$ cat src/rtl/soc_lint_xbar.sv
// Request/grant crossbar: NB_MASTER initiators to NB_SLAVE targets plus an internal decode-error slave.
// Define SOC_XBAR_RR_ARB_EN for round-robin per-slave arbitration; otherwise lowest master index wins.
module soc_lint_xbar #(
    parameter int unsigned NB_MASTER  = 3,
    parameter int unsigned NB_SLAVE   = 3,
    parameter int unsigned ADDR_WIDTH = 32,
    parameter int unsigned DATA_WIDTH = 32,
    parameter int unsigned RSP_DEPTH  = 2,
    parameter logic [NB_SLAVE*ADDR_WIDTH-1:0] START_ADDR =
        {32'h1A10_0000, 32'h0010_0000, 32'h0000_0000},
    parameter logic [NB_SLAVE*ADDR_WIDTH-1:0] END_ADDR =
        {32'h1A11_FFFF, 32'h0FFF_FFFF, 32'h000F_FFFF},
    parameter logic [DATA_WIDTH-1:0] ERR_RDATA = 32'hBADA_CCE5
) (
    input  logic                             clk,
    input  logic                             rst_n,
    input  logic [NB_MASTER-1:0]             m_req_i,
    output logic [NB_MASTER-1:0]             m_gnt_o,
    input  logic [NB_MASTER*ADDR_WIDTH-1:0]  m_addr_i,
    input  logic [NB_MASTER-1:0]             m_we_i,
    input  logic [NB_MASTER*DATA_WIDTH/8-1:0] m_be_i,
    input  logic [NB_MASTER*DATA_WIDTH-1:0]  m_wdata_i,
    output logic [NB_MASTER-1:0]             m_rvalid_o,
    output logic [NB_MASTER*DATA_WIDTH-1:0]  m_rdata_o,
    output logic [NB_MASTER-1:0]             m_err_o,
    output logic [NB_SLAVE-1:0]              s_req_o,
    input  logic [NB_SLAVE-1:0]              s_gnt_i,
    output logic [NB_SLAVE*ADDR_WIDTH-1:0]   s_addr_o,
    output logic [NB_SLAVE-1:0]              s_we_o,
    output logic [NB_SLAVE*DATA_WIDTH/8-1:0] s_be_o,
    output logic [NB_SLAVE*DATA_WIDTH-1:0]   s_wdata_o,
    input  logic [NB_SLAVE-1:0]              s_rvalid_i,
    input  logic [NB_SLAVE*DATA_WIDTH-1:0]   s_rdata_i
);

    localparam int unsigned BE_WIDTH = DATA_WIDTH / 8;
    localparam int unsigned IDX_W    = (NB_MASTER > 1) ? $clog2(NB_MASTER) : 1;
    localparam int unsigned TGT_W    = $clog2(NB_SLAVE + 1);
    localparam int unsigned PTR_W    = (RSP_DEPTH > 1) ? $clog2(RSP_DEPTH) : 1;
    localparam int unsigned CNT_W    = $clog2(RSP_DEPTH + 1);
    localparam logic [TGT_W-1:0] ERR_TGT = TGT_W'(NB_SLAVE);

    logic [TGT_W-1:0]     tgt     [NB_MASTER];
    logic [NB_MASTER-1:0] elig;
    logic [NB_MASTER-1:0] err_gnt;
    logic [NB_MASTER-1:0] slv_gnt;
    logic [NB_SLAVE-1:0]  win_valid;
    logic [IDX_W-1:0]     win_idx [NB_SLAVE];
    logic [IDX_W-1:0]     head    [NB_SLAVE];
    logic [NB_SLAVE-1:0]  push;
    logic [NB_SLAVE-1:0]  pop;

    logic [IDX_W-1:0]     fifo_q   [NB_SLAVE][RSP_DEPTH];
    logic [PTR_W-1:0]     wr_ptr_q [NB_SLAVE];
    logic [PTR_W-1:0]     rd_ptr_q [NB_SLAVE];
    logic [CNT_W-1:0]     cnt_q    [NB_SLAVE];
    logic [NB_MASTER-1:0] pending_q;
    logic [NB_MASTER-1:0] rvalid_q;
    logic [NB_MASTER-1:0] err_q;
    logic [NB_MASTER*DATA_WIDTH-1:0] rdata_q;
`ifdef SOC_XBAR_RR_ARB_EN
    logic [IDX_W-1:0]     rr_ptr_q [NB_SLAVE];
`endif

    function automatic logic [PTR_W-1:0] ptr_inc(input logic [PTR_W-1:0] p);
        return (p == PTR_W'(RSP_DEPTH - 1)) ? '0 : p + PTR_W'(1);
    endfunction

    // Descending scan so the lowest matching region index is the last (winning) assignment.
    always_comb begin
        for (int m = 0; m < int'(NB_MASTER); m++) begin
            tgt[m] = ERR_TGT;
            for (int s = int'(NB_SLAVE) - 1; s >= 0; s--) begin
                if (m_addr_i[m*ADDR_WIDTH +: ADDR_WIDTH] >= START_ADDR[s*ADDR_WIDTH +: ADDR_WIDTH] &&
                    m_addr_i[m*ADDR_WIDTH +: ADDR_WIDTH] <= END_ADDR[s*ADDR_WIDTH +: ADDR_WIDTH]) begin
                    tgt[m] = TGT_W'(s);
                end
            end
        end
    end

    always_comb begin
        for (int s = 0; s < int'(NB_SLAVE); s++) begin
            head[s] = fifo_q[s][rd_ptr_q[s]];
            pop[s]  = s_rvalid_i[s] && (cnt_q[s] != '0);
        end
    end

    // A full response FIFO still accepts a push when it is popped in the same cycle.
    always_comb begin
        for (int m = 0; m < int'(NB_MASTER); m++) begin
            elig[m] = m_req_i[m] && !pending_q[m];
            for (int s = 0; s < int'(NB_SLAVE); s++) begin
                if (tgt[m] == TGT_W'(s) && cnt_q[s] == CNT_W'(RSP_DEPTH) && !pop[s]) begin
                    elig[m] = 1'b0;
                end
            end
        end
    end

    always_comb begin
        for (int s = 0; s < int'(NB_SLAVE); s++) begin
            win_valid[s] = 1'b0;
            win_idx[s]   = '0;
            for (int k = int'(NB_MASTER) - 1; k >= 0; k--) begin
                int unsigned cand;
`ifdef SOC_XBAR_RR_ARB_EN
                cand = (32'(rr_ptr_q[s]) + 32'(k)) % NB_MASTER;
`else
                cand = 32'(k);
`endif
                if (elig[cand] && tgt[cand] == TGT_W'(s)) begin
                    win_valid[s] = 1'b1;
                    win_idx[s]   = IDX_W'(cand);
                end
            end
        end
    end

    always_comb begin
        err_gnt = '0;
        for (int m = int'(NB_MASTER) - 1; m >= 0; m--) begin
            if (elig[m] && tgt[m] == ERR_TGT) begin
                err_gnt = NB_MASTER'(1) << m;
            end
        end
    end

    always_comb begin
        slv_gnt = '0;
        for (int s = 0; s < int'(NB_SLAVE); s++) begin
            push[s]    = win_valid[s] && s_gnt_i[s];
            s_req_o[s] = win_valid[s] && rst_n;
            s_addr_o[s*ADDR_WIDTH +: ADDR_WIDTH] = m_addr_i[win_idx[s]*ADDR_WIDTH +: ADDR_WIDTH];
            s_we_o[s]                            = m_we_i[win_idx[s]];
            s_be_o[s*BE_WIDTH +: BE_WIDTH]       = m_be_i[win_idx[s]*BE_WIDTH +: BE_WIDTH];
            s_wdata_o[s*DATA_WIDTH +: DATA_WIDTH] = m_wdata_i[win_idx[s]*DATA_WIDTH +: DATA_WIDTH];
            for (int m = 0; m < int'(NB_MASTER); m++) begin
                if (push[s] && win_idx[s] == IDX_W'(m)) begin
                    slv_gnt[m] = 1'b1;
                end
            end
        end
    end

    assign m_gnt_o    = (slv_gnt | err_gnt) & {NB_MASTER{rst_n}};
    assign m_rvalid_o = rvalid_q;
    assign m_err_o    = err_q;
    assign m_rdata_o  = rdata_q;

    always_ff @(posedge clk or negedge rst_n) begin
        if (!rst_n) begin
            for (int s = 0; s < int'(NB_SLAVE); s++) begin
                for (int d = 0; d < int'(RSP_DEPTH); d++) begin
                    fifo_q[s][d] <= '0;
                end
                wr_ptr_q[s] <= '0;
                rd_ptr_q[s] <= '0;
                cnt_q[s]    <= '0;
`ifdef SOC_XBAR_RR_ARB_EN
                rr_ptr_q[s] <= '0;
`endif
            end
            pending_q <= '0;
            rvalid_q  <= '0;
            err_q     <= '0;
            rdata_q   <= '0;
        end else begin
            for (int s = 0; s < int'(NB_SLAVE); s++) begin
                if (push[s]) begin
                    fifo_q[s][wr_ptr_q[s]] <= win_idx[s];
                    wr_ptr_q[s]            <= ptr_inc(wr_ptr_q[s]);
`ifdef SOC_XBAR_RR_ARB_EN
                    rr_ptr_q[s] <= (win_idx[s] == IDX_W'(NB_MASTER - 1)) ? '0
                                                                        : win_idx[s] + IDX_W'(1);
`endif
                end
                if (pop[s]) begin
                    rd_ptr_q[s] <= ptr_inc(rd_ptr_q[s]);
                end
                cnt_q[s] <= cnt_q[s] + CNT_W'(push[s]) - CNT_W'(pop[s]);
            end
            // Pending stays set through the rvalid cycle, so re-grant comes one cycle later.
            pending_q <= (pending_q & ~rvalid_q) | slv_gnt | err_gnt;
            rvalid_q  <= err_gnt;
            err_q     <= err_gnt;
            for (int m = 0; m < int'(NB_MASTER); m++) begin
                if (err_gnt[m]) begin
                    rdata_q[m*DATA_WIDTH +: DATA_WIDTH] <= ERR_RDATA;
                end
            end
            for (int s = 0; s < int'(NB_SLAVE); s++) begin
                if (pop[s]) begin
                    rvalid_q[head[s]] <= 1'b1;
                    rdata_q[head[s]*DATA_WIDTH +: DATA_WIDTH] <= s_rdata_i[s*DATA_WIDTH +: DATA_WIDTH];
                end
            end
        end
    end

endmodule

$ cat config.mk
export PLATFORM = sky130hd
export DESIGN_NAME = soc_lint_xbar
export DESIGN_NICKNAME = d
export VERILOG_FILES = /design/src/rtl/soc_lint_xbar.sv
export SDC_FILE = /design/constraint.sdc
export NUM_CORES = 1
export LEC_CHECK = 0
export CORE_AREA = 3 3 244 246
export DETAILED_ROUTE_END_ITERATION = 10
export DIE_AREA = 0 0 247 249
export PLACE_DENSITY = 0.56
export SLEW_MARGIN = 15
export SYNTH_ARGS = -nofsm -noshare
export SYNTH_HDL_FRONTEND = slang
export SYNTH_SLANG_ARGS = --single-unit
$ cat constraint.sdc
create_clock -name clk -period 6.3 [get_ports clk]
set_input_delay 1.26 -clock clk [delete_from_list [all_inputs] [get_ports clk]]
set_output_delay 1.26 -clock clk [all_outputs]
set_load 0.1 [all_outputs]
# [Word level (Yosys, flattened, before mapping)]
# Index checks and enable logic that the tools add are counted.
[totals] reg_bits=129 input_bits=314 output_inout_bits=315 wordCells=295
[classes] add_sub_neg=15 n_lt_le_gt_ge=36 n_eq_ne=18 shifts=15 n_mux=96 bitwise=15 n_reduce_logical=81
[op_table] cell="variable part select 96 x 8 -> 32 bit" count=6
[op_table] cell="bitwise mux 96 bit" count=3
[op_table] cell="2-to-1 mux 96 bit" count=3
[op_table] cell="variable shift 32 x 34 -> 96 bit, first input constant" count=3
[op_table] cell="variable part select 32 x 34 -> 96 bit" count=3
[op_table] cell="negator 7 -> 34 bit" count=3
[op_table] cell="greater-or-equal comparator 32 x 1 -> 1 bit, second input constant" count=3
[op_table] cell="greater-or-equal comparator 32 x 21 -> 1 bit, second input constant" count=3
[op_table] cell="greater-or-equal comparator 32 x 29 -> 1 bit, second input constant" count=3
[op_table] cell="less-or-equal comparator 32 x 20 -> 1 bit, second input constant" count=3
[op_table] cell="less-or-equal comparator 32 x 28 -> 1 bit, second input constant" count=3
[op_table] cell="less-or-equal comparator 32 x 29 -> 1 bit, second input constant" count=3
[op_table] cell="2-to-1 mux 32 bit" count=3
[op_table] cell="logical AND 1 bit" count=66
[op_table] cell="2-to-1 mux 2 bit" count=27
[op_table] cell="2-to-1 mux 1 bit" count=42
[op_table] cell="variable part select 12 x 5 -> 4 bit" count=3
[op_table] cell="equality test 2 bit, second input constant" count=12
[op_table] cell="less-than comparator 2 x 3 -> 1 bit, second input constant" count=6
[op_table] cell="2-to-1 mux 3 bit" count=6
[op_table] cell="bitwise OR 3 bit" count=6
[op_table] cell="bitwise mux 4 bit" count=3
[op_table] cell="equality test 2 x 1 -> 1 bit, second input constant" count=6
[op_table] cell="greater-or-equal comparator 2 bit, second input constant" count=6
[op_table] cell="other kinds (14)" count=51

# [Logic depth before layout (Yosys ltp)]
# Gate-level depths: netlist of run 1.
[depth] depth_word=22 ltp_mapped=12 mapped_depth_nobuf=9

# [Least setup slack after synthesis of run 1]
# Ideal clock, no wire load.
[synth_path] kind="input port to output port" startpoint="in m_addr_i[23]" endpoint="out s_addr_o[51]" arrival_ns=5.289 required_ns=5.040 setup_slack_ns=-0.249 cell_stages=7 path_buffers=2 path_cell_list="or4_4 > or3_1 > a2111oi_2 > buf_2 > buf_2 > mux2i_1 > o21ai_0"
[synth_via] elab_chain_len=14 word_cells_on_any_way=27 classes_between="6 x order compare; 2 x eq/ne; 1 x shift; 7 x mux; 11 x reduce/logical"
[synth_lines] item="from (decl)" line_no="19" source="input logic [NB_MASTER*ADDR_WIDTH-1:0] m_addr_i,"
[synth_lines] item="greater-or-equal comparator 32 x 29 -> 1 bit or less-or-equal comparator 32 x 29 -> 1 bit (tied branches)" line_no="74, 75"
[synth_lines] item="logical AND 1 bit" line_no="74" source="if (m_addr_i[m*ADDR_WIDTH +: ADDR_WIDTH] >= START_ADDR[s*ADDR_WIDTH +: ADDR_WIDTH] &&"
[synth_lines] item="2-to-1 mux 1 bit" line_no="74"
[synth_lines] item="2-to-1 mux 2 bit" line_no="74"
[synth_lines] item="2-to-1 mux 2 bit *" line_no="74"
[synth_lines] item="logical NOT 2 bit" line_no="94" source="if (tgt[m] == TGT_W'(s) && cnt_q[s] == CNT_W'(RSP_DEPTH) && !pop[s]) begin"
[synth_lines] item="logical AND 1 bit (2 in a row)" line_no="94"
[synth_lines] item="2-to-1 mux 1 bit (3 in a row)" line_no="94"
[synth_lines] item="logical AND 1 bit *" line_no="112" source="if (elig[cand] && tgt[cand] == TGT_W'(s)) begin"
[synth_lines] item="2-to-1 mux 2 bit *" line_no="112"
[synth_lines] item="variable part select 96 x 8 -> 32 bit *" line_no="134" source="s_addr_o[s*ADDR_WIDTH +: ADDR_WIDTH] = m_addr_i[win_idx[s]*ADDR_WIDTH +: ADDR_WIDTH];"
[synth_lines] item="to (decl)" line_no="28" source="output logic [NB_SLAVE*ADDR_WIDTH-1:0] s_addr_o,"
# Mark *: on every way between the ends. The rest lies on a longest branch, timed or not.

# [Final worst setup path of run 1]
[layout_path] startpoint="in m_addr_i[84]" endpoint="out s_wdata_o[74]"
[layout_via] elab_chain_len=16 word_cells_on_any_way=29 classes_between="6 x order compare; 2 x eq/ne; 1 x shift; 9 x mux; 11 x reduce/logical"
[layout_lines] item="greater-or-equal comparator 32 x 29 -> 1 bit or less-or-equal comparator 32 x 29 -> 1 bit (tied branches)" line_no="74, 75"
[layout_lines] item="logical AND 1 bit" line_no="74"
[layout_lines] item="2-to-1 mux 1 bit" line_no="74"
[layout_lines] item="2-to-1 mux 2 bit" line_no="74"
[layout_lines] item="2-to-1 mux 2 bit *" line_no="74"
[layout_lines] item="logical NOT 2 bit" line_no="94"
[layout_lines] item="logical AND 1 bit (2 in a row)" line_no="94"
[layout_lines] item="2-to-1 mux 1 bit (3 in a row)" line_no="94"
[layout_lines] item="logical AND 1 bit *" line_no="112"
[layout_lines] item="2-to-1 mux 2 bit * (3 in a row)" line_no="112"
[layout_lines] item="variable part select 96 x 8 -> 32 bit *" line_no="137" source="s_wdata_o[s*DATA_WIDTH +: DATA_WIDTH] = m_wdata_i[win_idx[s]*DATA_WIDTH +: DATA_WIDTH];"
[layout_lines] item="to (decl)" line_no="31" source="output logic [NB_SLAVE*DATA_WIDTH-1:0] s_wdata_o,"
# Marked as above.

==> results of run 1 <==
==> cell usage after synthesis, types with 6 or more instances <==
master	n	area (um^2)
sky130_fd_sc_hd__ha_1	21	263
sky130_fd_sc_hd__a222oi_1	28	280
sky130_fd_sc_hd__nor4_1	6	37.5
sky130_fd_sc_hd__and3_1	17	106
sky130_fd_sc_hd__a2bb2oi_1	77	674
sky130_fd_sc_hd__and2_1	58	363
sky130_fd_sc_hd__inv_1	25	93.8
sky130_fd_sc_hd__nand3_1	34	170
sky130_fd_sc_hd__a22oi_1	29	218
sky130_fd_sc_hd__clkbuf_1	113	424
sky130_fd_sc_hd__buf_2	20	100
sky130_fd_sc_hd__o22ai_1	62	388
sky130_fd_sc_hd__buf_1	6	22.5
sky130_fd_sc_hd__or3_1	15	93.8
sky130_fd_sc_hd__a41o_1	26	260
sky130_fd_sc_hd__o31ai_1	15	113
sky130_fd_sc_hd__nor3_1	31	155
sky130_fd_sc_hd__o21ai_0	41	205
sky130_fd_sc_hd__mux2_2	110	1240
sky130_fd_sc_hd__nor2_1	40	150
sky130_fd_sc_hd__nand2b_1	8	50.1
sky130_fd_sc_hd__a21oi_1	93	465
sky130_fd_sc_hd__nand4_1	23	144
sky130_fd_sc_hd__xnor2_1	8	70.1
sky130_fd_sc_hd__o2bb2ai_1	20	175
sky130_fd_sc_hd__a31oi_1	40	250
sky130_fd_sc_hd__nand2_1	55	206
sky130_fd_sc_hd__mux2i_1	21	210
sky130_fd_sc_hd__dfrtp_1	129	3230
sky130_fd_sc_hd__a21o_1	13	97.6
sky130_fd_sc_hd__a221o_1	47	470
sky130_fd_sc_hd__a22o_1	37	324
sky130_fd_sc_hd__nor2b_1	16	100
==> cell usage in the layout (no fill, tap or decap), drive strengths merged, types with 26 or more instances in the layout <==
| master | Yosys | final |
|---|---|---|
| a21oi | 93 | 93 |
| a221o | 47 | 47 |
| a222oi | 28 | 28 |
| a22o | 37 | 37 |
| a22oi | 29 | 29 |
| a2bb2oi | 77 | 77 |
| a31oi | 40 | 40 |
| a41o | 26 | 26 |
| and2 | 59 | 59 |
| buf | 29 | 263 |
| clkdlybuf4s50 | 0 | 413 |
| dfrtp | 129 | 129 |
| inv | 26 | 27 |
| mux2 | 110 | 110 |
| nand2 | 56 | 56 |
| nand3 | 34 | 34 |
| nor2 | 40 | 40 |
| nor3 | 32 | 32 |
| o21ai | 46 | 46 |
| o22ai | 62 | 62 |
==> metal layers <==
layer  share of wire  GRT usage  vias up
li1                -          -     6484
met5         0.00051          0        -
met4           0.034     0.0865        6
met1            0.42      0.299     7523
met2            0.46      0.367      852
met3           0.089     0.0600      137
==> layout make-up <==
type | count | area [um^2]
diodes | 18 | 45.0
clock buffers | 19 | 453
clock inverters | 13 | 160
fillers | 5657 | 35900
inverters | 26 | 97.6
multi-input cells | 1048 | 7870
flip-flops and latches | 129 | 3230
well taps | 765 | 957
repair buffers | 676 | 8830
==> power groups by stage <==
stage / Sequential (mW) / Clock (mW) / Combinational [mW]
floorplan: 3.56 / 0 / 1.86
global placement: 1.43 / 0 / 5.85
detailed placement: 1.44 / 0 / 5.89
CTS: 1.43 / 1.07 / 5.91
global route: 1.48 / 1.11 / 6.12
finish: 1.43 / 1.06 / 5.90
==> how the worst max path moves through the flow <==
stage | slack (ps) | cells after the start | startpoint | endpoint
floorplan | 150 | 9 | m_addr_i[23] | m_gnt_o[2]
global placement | 470 | 8 | m_addr_i[84] | s_wdata_o[76]
detailed placement | 400 | 8 | m_addr_i[84] | s_we_o[2]
CTS | 400 | 8 | m_addr_i[84] | s_wdata_o[74]
global route | 260 | 8 | m_addr_i[31] | s_wdata_o[85]
finish | 350 | 8 | m_addr_i[84] | s_wdata_o[74]
==> worst max-delay path, cell delays in order <==
cell and delay, ps:
sky130_fd_sc_hd__clkdlybuf4s50_1 580, sky130_fd_sc_hd__or4b_2 660, sky130_fd_sc_hd__or4_4 540, sky130_fd_sc_hd__nor3_4 360, sky130_fd_sc_hd__nand2_4 360, sky130_fd_sc_hd__buf_12 300
sky130_fd_sc_hd__mux2_2 350, sky130_fd_sc_hd__buf_12 170
==> kinds of logic after synthesis <==
family / Yosys count
adders and majority gates: 21
buffers and inverters: 168
AOI/OAI and AO/OA: 555
xor gates and xnor gates: 12
and+or+nand+nor: 329
muxes: 131
DFF: 129
==> sequential cells by signal, summed over array words and instances, names as in the netlist <==
| register | cells |
|---|---|
| pending_q | 3 |
| m_err_o | 3 |
| m_rdata_o | 96 |
| wr_ptr_q | 3 |
| cnt_q | 6 |
| rd_ptr_q | 3 |
| m_rvalid_o | 3 |
| fifo_q | 12 |
==> metrics by stage <==
| step | cells | area, um^2 | hold WS [ps] | utilization | power (mW) |
|---|---|---|---|---|---|
| 2_1_floorplan | 1345 | 11700 | 461 | - | 5.42 |
| 3_3_place_gp | 2643 | 21000 | 475 | 0.364 | 7.28 |
| 3_5_place_dp | 2643 | 21000 | 485 | 0.364 | 7.33 |
| 4_1_cts | 2675 | 21600 | 494 | 0.375 | 8.41 |
| 5_1_grt | 2693 | 21600 | 520 | 0.376 | 8.71 |
| 6_report | 2694 | 21600 | 492 | 0.376 | 8.39 |
==> run summary, run 1 <==
Setup repair after global routing left no endpoint under its margin. Once the clock tree was built, the resizer swapped 0 gates to a different size. Counting along the longest clock path gives a buffer depth of 2.

The flow ran to the end, and the final reports show no timing, DRC or antenna violations. The tools report the H-tree depth reported by CTS as 4. The cell count of the worst hold path is 1.

The part of the cycle the worst path needs was 0.944. Dividing the detail-routed via count by the number of cells gives 5.57. Clock tree synthesis inserted a total of 17 buffers. In this run, post-CTS hold repair placed 0 buffers.

After clock tree synthesis, the clock-pin slew on the worst setup and hold paths is 60 ps. The fraction of the mapped netlist area in simple logic gates works out to 0.156. The final total negative setup slack is 0 ps, and the mean area per synthesized cell is 8.68 um^2. The internal portion of the total power is 3.47 mW. Largest family of logic cells by synthesized area: compound AO/OA/AOI/OAI gates. The worst register-to-register path ends at m_rdata_o[27]$_DFF_PN0_. The tools report the unique cell type count in the Yosys netlist as 65. For this run, design rule violations remaining after detail routing come to 0. The element type at the critical path start is an input port. The worst-case IR drop observed on VDD is 287 uV. Switching power share of the total: 0.586. The congestion estimate from routability-driven global placement came to 0.961. For this run, the top clock speed supported by timing is 168 MHz. The post-synthesis share of cell area spent on xor and xnor gates is 0.00901. The tools report the required time of the critical path as 5040 ps.

Clock tree root driver cell: sky130_fd_sc_hd__clkbuf_16. Setup violations remaining at the end of the flow were counted as 0. After layout, the worst setup slack is 350 ps.

The fraction of synthesized area in multiplexers came out at 0.124. The quantity of I/O buffers inserted on ports is 628. The net switching power came out at 4.92 mW.

At the later pin of the worst-skew pair, clock insertion delay measures 430 ps. From synthesis to final layout, the design area changed by 85.5%. Worst path arrival time: 4690 ps.

The setup slack after placement was 397 ps. For the number of detailed-routing iterations run before antenna repair, the log shows 7. The final worst clock skew was 6.97 ps; the total via count in the routed design was 15.0k. The area share of fa/ha/maj cells after synthesis is 0.0225, and the all-layer global routing usage is 0.231. Wires add up to 74700 um.

The critical path is of the input port to output pin type. Worst setup slack for register-to-register paths: 2050 ps. The width of the die works out to 247 um. After clock tree synthesis, the setup repair step added 0 buffers. The summed instance area of the synthesized netlist is 11700 um^2, and the complex-gate fraction of the synthesized area is 0.355. The proportion of layout cells with a drive suffix above 1 was 0.227; the static leakage was 8.81 nW. For the area of the core, the log shows 57600 um^2. The final critical path time including I/O delays and setup is 5950 ps.

Entering global routing, the biggest net connects 77 pins. For this design the top-level I/O count stands at 629. The total of max-cap violations was 0; the number of flops mapped to enable cells by yosys was 0. The first global-routing pass estimated 107000 um of wire. The CTS sink count is 129. At the end of the flow, the number of nets in the layout was 2233.

Synthesis produced a netlist whose cell count is 1345. The total of warnings raised by yosys was 0. For this run, the leading register cell type out of synthesis is sky130_fd_sc_hd__dfrtp_1.

Dividing total power by cell area gives a power density of 388 nW/um^2. The launching point of the worst reg2reg path is rd_ptr_q[2]$_DFFE_PN0P_. The tools report the number of core rows as 88.

The total count of max-transition violations in the final report was 0; the sequential-to-total area share from yosys stat was 0.277. The count of state elements after synthesis was 129; the count of cells along the worst register-to-register path was 7. The worst setup path is captured at an output pin. Once detail routing completed, the nets flagged for antenna violations numbered 0. The logs give 0.203 for the starting density of the core and 0.171 for the relative contribution of sequential cells to total power. Synthesis produced a netlist with a net count of 1680. For hold timing, the worst endpoint is wr_ptr_q[0]$_DFFE_PN0P_. TritonCTS built the clock tree.

The tools report the via count of the first global-routing pass as 14.8k. The async set-or-reset flop fraction in the synthesized netlist is 1.00. The share of power burned in the clock network was 0.126; the routed length per instance was 27.7 um. The transition time at the pin with the least slew margin was 1140 ps; the number of failing hold endpoints at the final stage was 0.

The combinational power share was 0.703. The largest driver fanout on the critical path is 36. Global routing finished with a remaining overflow of 0. The die covers 61500 um^2. Detailed placement finished with a half-perimeter wire length of 56900 um. The DRC violation total after the first TritonRoute iteration came out at 1554.

The die outline height is 249 um, and the normalized max-slew margin is 0.235. For the initial antenna violation count, the log shows 21. The worst hold path begins at wr_ptr_q[0]$_DFFE_PN0P_. The path class of the tightest hold or removal check is flop to flop.
Note: power is estimated with default switching activity, not from simulation.
==> run 2, diff against run 1 <==
- GPL_ROUTABILITY_DRIVEN: unset -> 0
- MAX_ROUTING_LAYER: unset -> met4
==> run 2 against run 1 <==
Effect of this change:
- core utilization increased by 0.085 points
- total power barely moved
- register-to-register slack gained 220 ps
- highest routed layer is now met4
- non-clock buffer count increased by 4
- via count shrank 0.65%
- hold slack gained 12 ps
- critical path depth did not move
- design area grew 0.23%
- sequential share of layout area about the same
- maximum frequency about the same
- combinational power about the same
- largest power group unchanged
==> run summary, run 2 (same netlist as run 1, synthesis figures left out) <==
The run finished with clean final reports. The run gives 2270 ps (+220 ps) as the worst setup slack for register-to-register paths. The I/O pin count was 629 (unchanged); the final layout net count was 2237 (+0.18%). On the critical path, the stage with the largest delay is an instance of sky130_fd_sc_hd__or4b_2. The number of core rows came out at 88 (unchanged).

The critical path is of the input port to output pin type. The run gives 4.92 mW (about the same) as the net switching power. The clock tree buffer depth is 2 (unchanged), and the CTS sink count is 129 (unchanged).

For the all-layer global routing usage, the log shows 0.238 (+0.00740). The library cell used most frequently in the layout, excluding fill and tap cells, is sky130_fd_sc_hd__clkdlybuf4s50_1. The final routed DRC violation total is 0 (unchanged). Biggest cell delay along the critical path: 700 ps (+40 ps).

The logs give 57600 um^2 (unchanged) for the area of the core and 8.83 nW (+0.28%) for the static leakage. The TritonCTS buffer count is 17 (unchanged), and the largest driver fanout on the critical path is 36 (unchanged). The final critical path time including I/O delays and setup works out to 5940 ps (-5.42 ps). For the total count of max-transition violations in the final report, the log shows 0 (unchanged). The run gives 430 ps (about the same) as the clock latency reported for the late side of the worst-skew pair. The worst register-to-register path begins at rd_ptr_q[2]$_DFFE_PN0P_. The quantity of I/O buffers inserted on ports is 628 (unchanged), and the proportion of layout cells with a drive suffix above 1 is 0.229 (+0.00214). The setup slack after placement came out at 396 ps (-0.403 ps). The width of the die was 247 um (unchanged); the clock-pin slew on the worst setup and hold paths was 60 ps (about the same). The relative contribution of sequential cells to total power was 0.170 (about the same); the via count of the first global-routing pass was 15.0k (+1.5%). The worst path arrival time was 4680 ps (about the same).

The count of cells along the worst register-to-register path was 7 (unchanged). The tools report the worst hold path startpoint as wr_ptr_q[0]$_DFFE_PN0P_. The logs give 0 (unchanged) for the post-CTS setup buffer count and 5040 ps (about the same) for the required time of the critical path. Count of fill cells added during filler insertion: 5694 (+0.65%).

The run gives 0.704 (about the same) as the combinational power share. STA classifies the critical path endpoint as an output pin. The element type at the critical path start is an input port.

The die outline height is 249 um (unchanged), and the cell count of the worst hold path is 1 (unchanged). TritonCTS built the clock tree. For the H-tree depth reported by CTS, the log shows 4 (unchanged).

The run gives 168 MHz (about the same) as the highest clock rate. Full die area: 61500 um^2 (unchanged). The run gives 0 (unchanged) as the setup violation total in the final timing report. The worst register-to-register path ends at m_rdata_o[27]$_DFF_PN0_.

The run gives 56800 um (-0.25%) as the post-DP HPWL. The run gives 0.126 (about the same) as the share of power burned in the clock network. The part of the cycle the worst path needs works out to 0.944 (about the same). The signal on the critical path passes through clkdlybuf4s50_1 -> or4b_2 -> or4_4 -> nor3_4 -> nand2_4 -> buf_12 -> mux2_2 -> buf_12. The library cells used most frequently in the layout, excluding fill and tap cells, are 413 x sky130_fd_sc_hd__clkdlybuf4s50_1, 217 x sky130_fd_sc_hd__buf_12, 129 x sky130_fd_sc_hd__dfrtp_1. The total power density per cell area was 387 nW/um^2 (-0.13%). The overall routed net length is 74600 um (-0.17%). The end point of the most critical hold path is wr_ptr_q[0]$_DFFE_PN0P_. The cell that appears most often on the critical path is sky130_fd_sc_hd__buf_12.

The switching power share of the total was 0.586 (about the same). The transition time at the pin with the least slew margin is 1110 ps (-32.5 ps). The logs give 14.9k (-0.65%) for the total via count in the routed design and 0 (unchanged) for the number of failing hold endpoints at the final stage. The starting density of the core is 0.203 (unchanged). The run gives 0 (unchanged) as the number of buffers inserted by hold repair at cts.

The tree is rooted in a sky130_fd_sc_hd__clkbuf_16. The average via count per standard cell was 5.53 (-0.76%). The post-cts resize count is 0 (unchanged), and the flip-flop count of the largest register after layout is 96 (unchanged).

The final worst clock skew was 8.64 ps (+1.67 ps). Total of max-cap violations: 0 (unchanged). Setup repair after global routing left no endpoint under its margin.

For the cell internal power dissipation, the log shows 3.47 mW (+0.12%). The routed length per instance is 27.7 um (-0.28%), and the largest net degree at the start of global routing is 75 (-2.6%). The DRC violation total after the first TritonRoute iteration is 1569 (+0.97%). The run gives 0 (unchanged) as the remaining number of nets flagged by the antenna check after routing. The run gives 17 (-19%) as the initial antenna violation count. The normalized max-slew margin is 0.257 (+0.0218), and the synthesis-to-finish area growth is 85.9%.

The worst supply voltage drop on vdd was 371 uV (+29%); the wire length of the first global-routing pass was 107000 um (+0.28%). The run gives 504 ps (+11.9 ps) as the final worst hold slack. For the overflow left after global routing, the log shows 0 (unchanged). The run gives 10 (+3) as the number of detailed-routing iterations run before antenna repair. The class of the worst hold path was flop to flop. The final worst slack was 356 ps (+5.42 ps); the final total negative setup slack was 0 ps (unchanged).
## run 2: worst max path at each step
stage | endpoint | cells after the start | start | slack (ps)
final | s_wdata_o[77] | 8 | m_addr_i[82] | 360
after global routing | s_wdata_o[83] | 8 | m_addr_i[82] | 270
after CTS | s_addr_o[21] | 8 | m_addr_i[23] | 370
after detailed placement | s_addr_o[21] | 8 | m_addr_i[23] | 400
after global placement | s_addr_o[21] | 8 | m_addr_i[23] | 440
after floorplan | m_gnt_o[2] | 9 | m_addr_i[23] | 150
## run 2: power by group through the flow
| stage | logic [mW] | registers [mW] | clock network, mW |
|---|---|---|---|
| after floorplan | 1.86 | 3.56 | 0 |
| after global placement | 5.84 | 1.43 | 0 |
| after detailed placement | 5.89 | 1.44 | 0 |
| after CTS | 5.91 | 1.43 | 1.07 |
| after global routing | 6.13 | 1.47 | 1.11 |
| final | 5.91 | 1.43 | 1.06 |
## run 2: area by class of cell
| cell class | instances | area (um^2) | area share |
|---|---|---|---|
| diodes | 17 | 42.5 | 0.00196 |
| flip-flops and latches | 129 | 3230 | 0.149 |
| clock buffers | 19 | 453 | 0.0209 |
| inverters | 26 | 97.6 | 0.00450 |
| clock inverters | 13 | 160 | 0.00738 |
| well taps | 765 | 957 | 0.0441 |
| repair buffers | 680 | 8880 | 0.410 |
| multi-input cells | 1048 | 7870 | 0.363 |
## run 2: worst max-delay path: cells and delay by family
| kind | cells | cell delay [ps] |
|---|---|---|
| buffers and inverters | 3 | 1000 |
| muxes | 1 | 350 |
| and+or+nand+nor | 4 | 1990 |
## run 2: layer usage
metal | vias to the layer above | global-route usage | routed length, um
li1 | 6484 | - | -
met1 | 7455 | 0.295 | 29900
met2 | 846 | 0.375 | 35700
met3 | 120 | 0.0653 | 7130
met4 | 0 | 0.0751 | 1870
met5 | - | - | 0
## run 2: through the flow
step                      std cells  power [mW]   util  instance area [um^2]
after floorplan                1345        5.42      -                 11700
after global placement         2646        7.27  0.365                 21000
after detailed placement       2646        7.33  0.365                 21000
after CTS                      2678        8.42  0.375                 21600
after global routing           2697        8.71  0.377                 21700
final                          2697        8.40  0.377                 21700
==> run 3, diff against run 2 <==
- CTS_CLUSTER_SIZE: unset -> 14
- HOLD_SLACK_MARGIN: unset -> 0.15
==> results of run 3 <==
No change in the layout: final DEF, timing and power equal those of run 2.
